===== src/rtl/gfsk_iq_discriminator.sv =====
`timescale 1ns/1ps
// Purpose: GFSK hard-decision demodulator; centers I/Q, cross-product discriminator, per-symbol integrate-and-dump.
// Latency: last sample of a symbol captured at edge E -> out_valid/out_bit/out_metric update at edge E+2.
// Backpressure: single-entry output buffer; a symbol completing while the buffer is full and not drained is dropped, sets sticky overflow.
//
// Ports:
//   clock, reset            40 MHz sample clock, synchronous active-high reset
//   enable                  0 = idle/flush the datapath, 1 = run
//   in_valid, i_in, q_in    unsigned ADC I/Q sample and its qualifier
//   out_valid, out_ready    ready/valid symbol handshake
//   out_bit, out_metric     hard decision (1 = positive deviation) and signed integrated metric
//   overflow                sticky: a symbol was dropped because the consumer stalled
module gfsk_iq_discriminator #(
   parameter int IQ_WIDTH        = 5,
   parameter int MID             = 16,
   parameter int SAMPLES_PER_SYM = 40,
   parameter int ACC_WIDTH       = 16,
   parameter int THRESH          = 0
) (
   input  logic                        clock,
   input  logic                        reset,
   input  logic                        enable,
   input  logic                        in_valid,
   input  logic [IQ_WIDTH-1:0]         i_in,
   input  logic [IQ_WIDTH-1:0]         q_in,
   output logic                        out_valid,
   input  logic                        out_ready,
   output logic                        out_bit,
   output logic signed [ACC_WIDTH-1:0] out_metric,
   output logic                        overflow
);

   localparam int CW    = IQ_WIDTH + 1;        // centered sample width
   localparam int DW    = 2 * CW - 1;          // exact discriminator width
   localparam int CNT_W = $clog2(SAMPLES_PER_SYM + 1);

   localparam logic signed [ACC_WIDTH-1:0] THR     = ACC_WIDTH'(THRESH);
   localparam logic signed [ACC_WIDTH-1:0] ACC_MAX = {1'b0, {(ACC_WIDTH-1){1'b1}}};
   localparam logic signed [ACC_WIDTH-1:0] ACC_MIN = {1'b1, {(ACC_WIDTH-1){1'b0}}};

   typedef enum logic [1:0] {IDLE, PRIME, ACCUM} state_t;

   state_t state_q, state_d;

   // stage 1: history and the registered (prev, cur) pair
   logic signed [CW-1:0] hist_i, hist_q;
   logic signed [CW-1:0] s1_pi, s1_pq, s1_ci, s1_cq;
   logic                 s1_vld, s1_last;
   logic [CNT_W-1:0]     count;

   // stage 2: discriminator product
   logic signed [DW-1:0] s2_d;
   logic                 s2_vld, s2_last;

   // stage 3: accumulator
   logic signed [ACC_WIDTH-1:0] acc;

   logic signed [CW-1:0]        ic_new, qc_new;
   logic signed [2*CW-1:0]      prod_a, prod_b;
   logic signed [DW-1:0]        d_cmb;
   logic signed [ACC_WIDTH:0]   sum_ext;
   logic signed [ACC_WIDTH-1:0] acc_sat;
   logic                        sample_take;
   logic                        cnt_last;
   logic                        sym_done;

   assign ic_new = $signed({1'b0, i_in}) - $signed(CW'(MID));
   assign qc_new = $signed({1'b0, q_in}) - $signed(CW'(MID));

   // d = Qprev*Icur - Iprev*Qcur; magnitude never exceeds DW bits, so the truncation is exact
   assign prod_a = s1_pq * s1_ci;
   assign prod_b = s1_pi * s1_cq;
   assign d_cmb  = DW'(prod_a - prod_b);

   // one guard bit detects overflow of the signed add; clamp to the rail on the side of the true sum
   assign sum_ext = $signed({acc[ACC_WIDTH-1], acc})
                  + $signed({{(ACC_WIDTH+1-DW){s2_d[DW-1]}}, s2_d});
   always_comb begin
      acc_sat = sum_ext[ACC_WIDTH-1:0];
      if (sum_ext[ACC_WIDTH] != sum_ext[ACC_WIDTH-1])
         acc_sat = sum_ext[ACC_WIDTH] ? ACC_MIN : ACC_MAX;
   end

   // samples arriving while still in IDLE are ignored; PRIME takes the first one as history only
   assign sample_take = enable && in_valid && (state_q != IDLE);
   assign cnt_last    = (count == CNT_W'(SAMPLES_PER_SYM - 1));
   assign sym_done    = enable && s2_vld && s2_last;

   always_comb begin
      state_d = state_q;
      case (state_q)
         IDLE:    if (enable)   state_d = PRIME;
         PRIME:   if (in_valid) state_d = ACCUM;
         ACCUM:                 state_d = ACCUM;
         default:               state_d = IDLE;
      endcase
      if (!enable) state_d = IDLE;
   end

   always_ff @(posedge clock) begin
      if (reset) begin
         state_q    <= IDLE;
         hist_i     <= '0;
         hist_q     <= '0;
         s1_pi      <= '0;
         s1_pq      <= '0;
         s1_ci      <= '0;
         s1_cq      <= '0;
         s1_vld     <= 1'b0;
         s1_last    <= 1'b0;
         count      <= '0;
         s2_d       <= '0;
         s2_vld     <= 1'b0;
         s2_last    <= 1'b0;
         acc        <= '0;
         out_valid  <= 1'b0;
         out_bit    <= 1'b0;
         out_metric <= '0;
         overflow   <= 1'b0;
      end else begin
         state_q <= state_d;

         if (!enable) begin
            // flush: any partial symbol in flight is discarded
            hist_i  <= '0;
            hist_q  <= '0;
            s1_vld  <= 1'b0;
            s1_last <= 1'b0;
            count   <= '0;
            s2_vld  <= 1'b0;
            s2_last <= 1'b0;
            acc     <= '0;
         end else begin
            s1_vld  <= 1'b0;
            s1_last <= 1'b0;
            if (sample_take) begin
               hist_i <= ic_new;
               hist_q <= qc_new;
               s1_pi  <= hist_i;
               s1_pq  <= hist_q;
               s1_ci  <= ic_new;
               s1_cq  <= qc_new;
               if (state_q == ACCUM) begin
                  s1_vld  <= 1'b1;
                  s1_last <= cnt_last;
                  count   <= cnt_last ? '0 : count + 1'b1;
               end
            end

            s2_vld  <= s1_vld;
            s2_last <= s1_last;
            if (s1_vld) s2_d <= d_cmb;

            if (s2_vld) acc <= s2_last ? '0 : acc_sat;
         end

         if (sym_done) begin
            if (!out_valid || out_ready) begin
               out_valid  <= 1'b1;
               out_metric <= acc_sat;
               out_bit    <= (acc_sat > THR);
            end else begin
               overflow <= 1'b1;
            end
         end else if (out_valid && out_ready) begin
            out_valid <= 1'b0;
         end
      end
   end

endmodule


===== config.mk =====
export PLATFORM = sky130hd
export DESIGN_NAME = gfsk_iq_discriminator
export DESIGN_NICKNAME = d
export VERILOG_FILES = /design/src/rtl/gfsk_iq_discriminator.sv
export SDC_FILE = /design/constraint.sdc
export NUM_CORES = 1
export LEC_CHECK = 0
export CORE_AREA = 2 2 166 168
export DETAILED_ROUTE_END_ITERATION = 12
export DIE_AREA = 0 0 168 170
export PLACE_DENSITY = 0.46
export REMOVE_ABC_BUFFERS = 1
export SLEW_MARGIN = 20
export SYNTH_ARGS = -nofsm -noshare
export SYNTH_HDL_FRONTEND = slang
export SYNTH_SLANG_ARGS = --single-unit

===== constraint.sdc =====
create_clock -name clock -period 5.4 [get_ports clock]
set_input_delay 0.81 -clock clock [delete_from_list [all_inputs] [get_ports clock]]
set_output_delay 0.81 -clock clock [all_outputs]
set_load 0.01 [all_outputs]

==> impl_metrics.tcl <==
set metrics [dict create \
    run_status "completed" \
    drc_errors 0 \
    grt_overflow 0 \
    power_mw 1.51 \
    grt_antenna_before_repair 0 \
    final_util_pct 28.7 \
    ys_seq_area_share_pct 26.7 \
    cp_max_fo 7 \
    vias 4992 \
    io_pins 34 \
    crit_path_cell_trace "nand2_1, inv_1, fa_1, inv_1, fa_1, inv_1, fa_1, fa_1, fa_1, fa_1, ha_1, nand2_1, o21ai_0, o41ai_2, o21ai_0, xnor2_1, nand2_1, a21oi_1" \
    ys_top_cells_by_area "dfxtp_1 27%, fa_1 18%, ha_1 12%" \
    die-area_um2 28600 \
    grt_pass1_vias 5123 \
    hold_path.class "flop to flop" \
    cp.required_ps 5670 \
    insertion_delay_ps 350 \
    yosysTopAreaCell "dfxtp_1" \
    syn_inst 784 \
    final_nets 953 \
    fin_area_um2 7660 \
    ys_types 43 \
    hold_viol 0 \
    syn_area_per_cell_um2 8.42 \
    synth_top_area_share_pct 26.7 \
    first_pass_iters 4 \
    fillers 2848 \
    fin_crit_sh_pct 93.8 \
    n_antenna_cell 0 \
    htree_num_levels 3 \
    clkTransAtPathRegs_ps 70 \
    die_y_um 170 \
    gr-usage-all-layers_pct 11.3 \
    viasPerCell 4.30 \
    cts_tree "done" \
    core_area_um2 26700 \
    routedWlPerCell_um 13.3 \
    synth-warning-count 0 \
    cap_violations 0 \
    synth_seq_cells 88 \
    slew_headroom_pct 51.6 \
    power_density_nw_per_um2 197 \
    grt_max_degree 54 \
    fp.dieW_um 168 \
    finalCriticalPeriod_ps 5060 \
    dpl_cell_area_um2 7370 \
    cts-root-buf "clkbuf_16" \
    layout-drive-gt1-share_pct 4.64 \
    cpPeakStageDelay_ps 570 \
    post_cts_buffers 0 \
    layout_commonest_cell "nand2_1" \
    port_buffers 33 \
    layout.cells.non_filler 1160 \
    cts.path.max_buffers 2 \
    leakage_nw 3.23 \
    endpoint_kind "flop" \
    tns_ps 0 \
    setup_viol_count_final 0 \
    syn2layout_area_growth_pct 16.0 \
    rsz0062_at_grt "no" \
    gp_congestion 0.791 \
    initial_core_util_pct 24.8 \
    ctsHoldBuffers 0 \
    crit_type "flop to flop" \
    max_slew.worst_pin.slew_ps 724 \
    syn-cell-area_um2 6600 \
    place_inst 1146 \
    layout_common_cells "112 x nand2_1, 88 x dfxtp_1, 81 x inv_1, 76 x nor2_1, 72 x a21oi_1" \
    ir_drop_mv 0.112 \
    arrival_ps 5330 \
    cts_sinks 88 \
    placementRows 60 \
    grt_pass1_wl_um 25900 \
    cts_made_buffers 9 \
    dpl.hpwl_um 12200 \
    finClkSkew_ps 8.72 \
    clock.fmax_mhz 197 \
    cp-start-kind "flop" \
    crit_top_cell "fa_1" \
    routed_wl_um 15400 \
    first_iter_violations 161 \
    ant_nets 0 \
    crit_slowest_cell "fa_1" \
    slew_violations 0 \
]
==> kinds of logic after synthesis <==
| family | after synthesis | share of synthesized area, % |
|---|---|---|
| and+or+nand+nor | 298 | 20.8 |
| AOI/OAI and AO/OA | 130 | 11.6 |
| adders and majority gates | 122 | 29.7 |
| buffers and inverters | 108 | 6.16 |
| DFF | 88 | 26.7 |
| xor gates and xnor gates | 35 | 4.64 |
| muxes | 3 | 0.455 |
==> sequential cells by signal (all words and copies together) (netlist names), 2 cells and up <==
name and count:
hist_q 5, s2_d 11, state_q 2, out_metric 16
s1_ci 5, hist_i 5, s1_pi 5, s1_pq 5
acc 16, s1_cq 5, count 6
==> final timing paths <==
path,from,to,slack [ps],depth (start not counted)
max,s1_pq[4],s2_d[10],340,18
max reg2reg,s1_pq[4],s2_d[10],340,18
min,s1_last,s2_last,430,1
min reg2reg,s1_last,s2_last,430,1
==> stage by stage <==
stage | hold WS [ps] | worst slack [ps]
after floorplan | 406 | 348
after global placement | 411 | 254
after detailed placement | 410 | 228
after CTS | 425 | 201
after global routing | 447 | 44.3
final | 426 | 336
==> power breakdown <==
group / internal (mW) / switching (mW)
Combinational: 0.118 / 0.127
Sequential: 0.653 / 0.00443
Clock: 0.346 / 0.263
==> area by class of cell <==
cell class	count	area, µm²	area share, %
multi-input cells	588	4450	58.1
flip-flops and latches	88	1760	23.0
repair buffers	48	438	5.72
well taps	341	427	5.57
inverters	81	304	3.97
clock buffers	12	267	3.48
clock inverters	2	13.8	0.180
==> synth_stat cells <==
| cell | number |
|---|---|
| a211oi_1 | 11 |
| o31ai_1 | 3 |
| or3_1 | 2 |
| a22oi_1 | 1 |
| o21bai_1 | 3 |
| nand2_1 | 112 |
| dfxtp_1 | 88 |
| nor3b_1 | 2 |
| nor2_1 | 77 |
| nand2b_1 | 16 |
| nand3_1 | 11 |
| o21ai_1 | 5 |
| o31a_1 | 4 |
| mux2i_1 | 3 |
| and3_1 | 2 |
| buf_1 | 2 |
| and2_1 | 34 |
| o211a_1 | 1 |
| ha_1 | 64 |
| a21oi_2 | 1 |
| a41o_1 | 1 |
| a31o_2 | 1 |
| or3b_1 | 1 |
| o21a_1 | 3 |
| o2111ai_1 | 1 |
| xor2_1 | 10 |
| o221a_2 | 1 |
| nand4_1 | 3 |
| nor2b_1 | 20 |
| a21o_1 | 5 |
| a21oi_1 | 72 |
| fa_1 | 58 |
| nor4_1 | 3 |
| nor3_1 | 13 |
| or4b_2 | 1 |
| or2_2 | 1 |
| buf_2 | 1 |
| o41ai_1 | 1 |
| o21ai_0 | 14 |
| a31oi_1 | 2 |
| clkbuf_1 | 24 |
| xnor2_1 | 25 |
| inv_1 | 81 |
==> layer usage <==
layer | GRT usage (%) | wire (µm) | vias up
li1 | - | - | 2599
met1 | 14.7 | 7670 | 2329
met2 | 19.5 | 7190 | 51
met3 | 2.16 | 375 | 13
met4 | 2.46 | 151 | 0
met5 | 0 | 0 | -
==> critical path: cells and delay by family (launching register included) <==
family                   cells  cell delay [ps]
adder cells (fa/ha/maj)      7             3330
AO/OA/AOI/OAI                4              700
flip-flops                   1              350
AND/OR/NAND/NOR              3              260
buffers and inverters        3              190
XOR/XNOR                     1              170
==> timing repair <==
item                                    4_1_cts  5_1_grt
endpoints found under the setup margin        0        1
resized for setup                             0        2
hold endpoints to repair                      0        0
(Power assumes the default switching activity.)
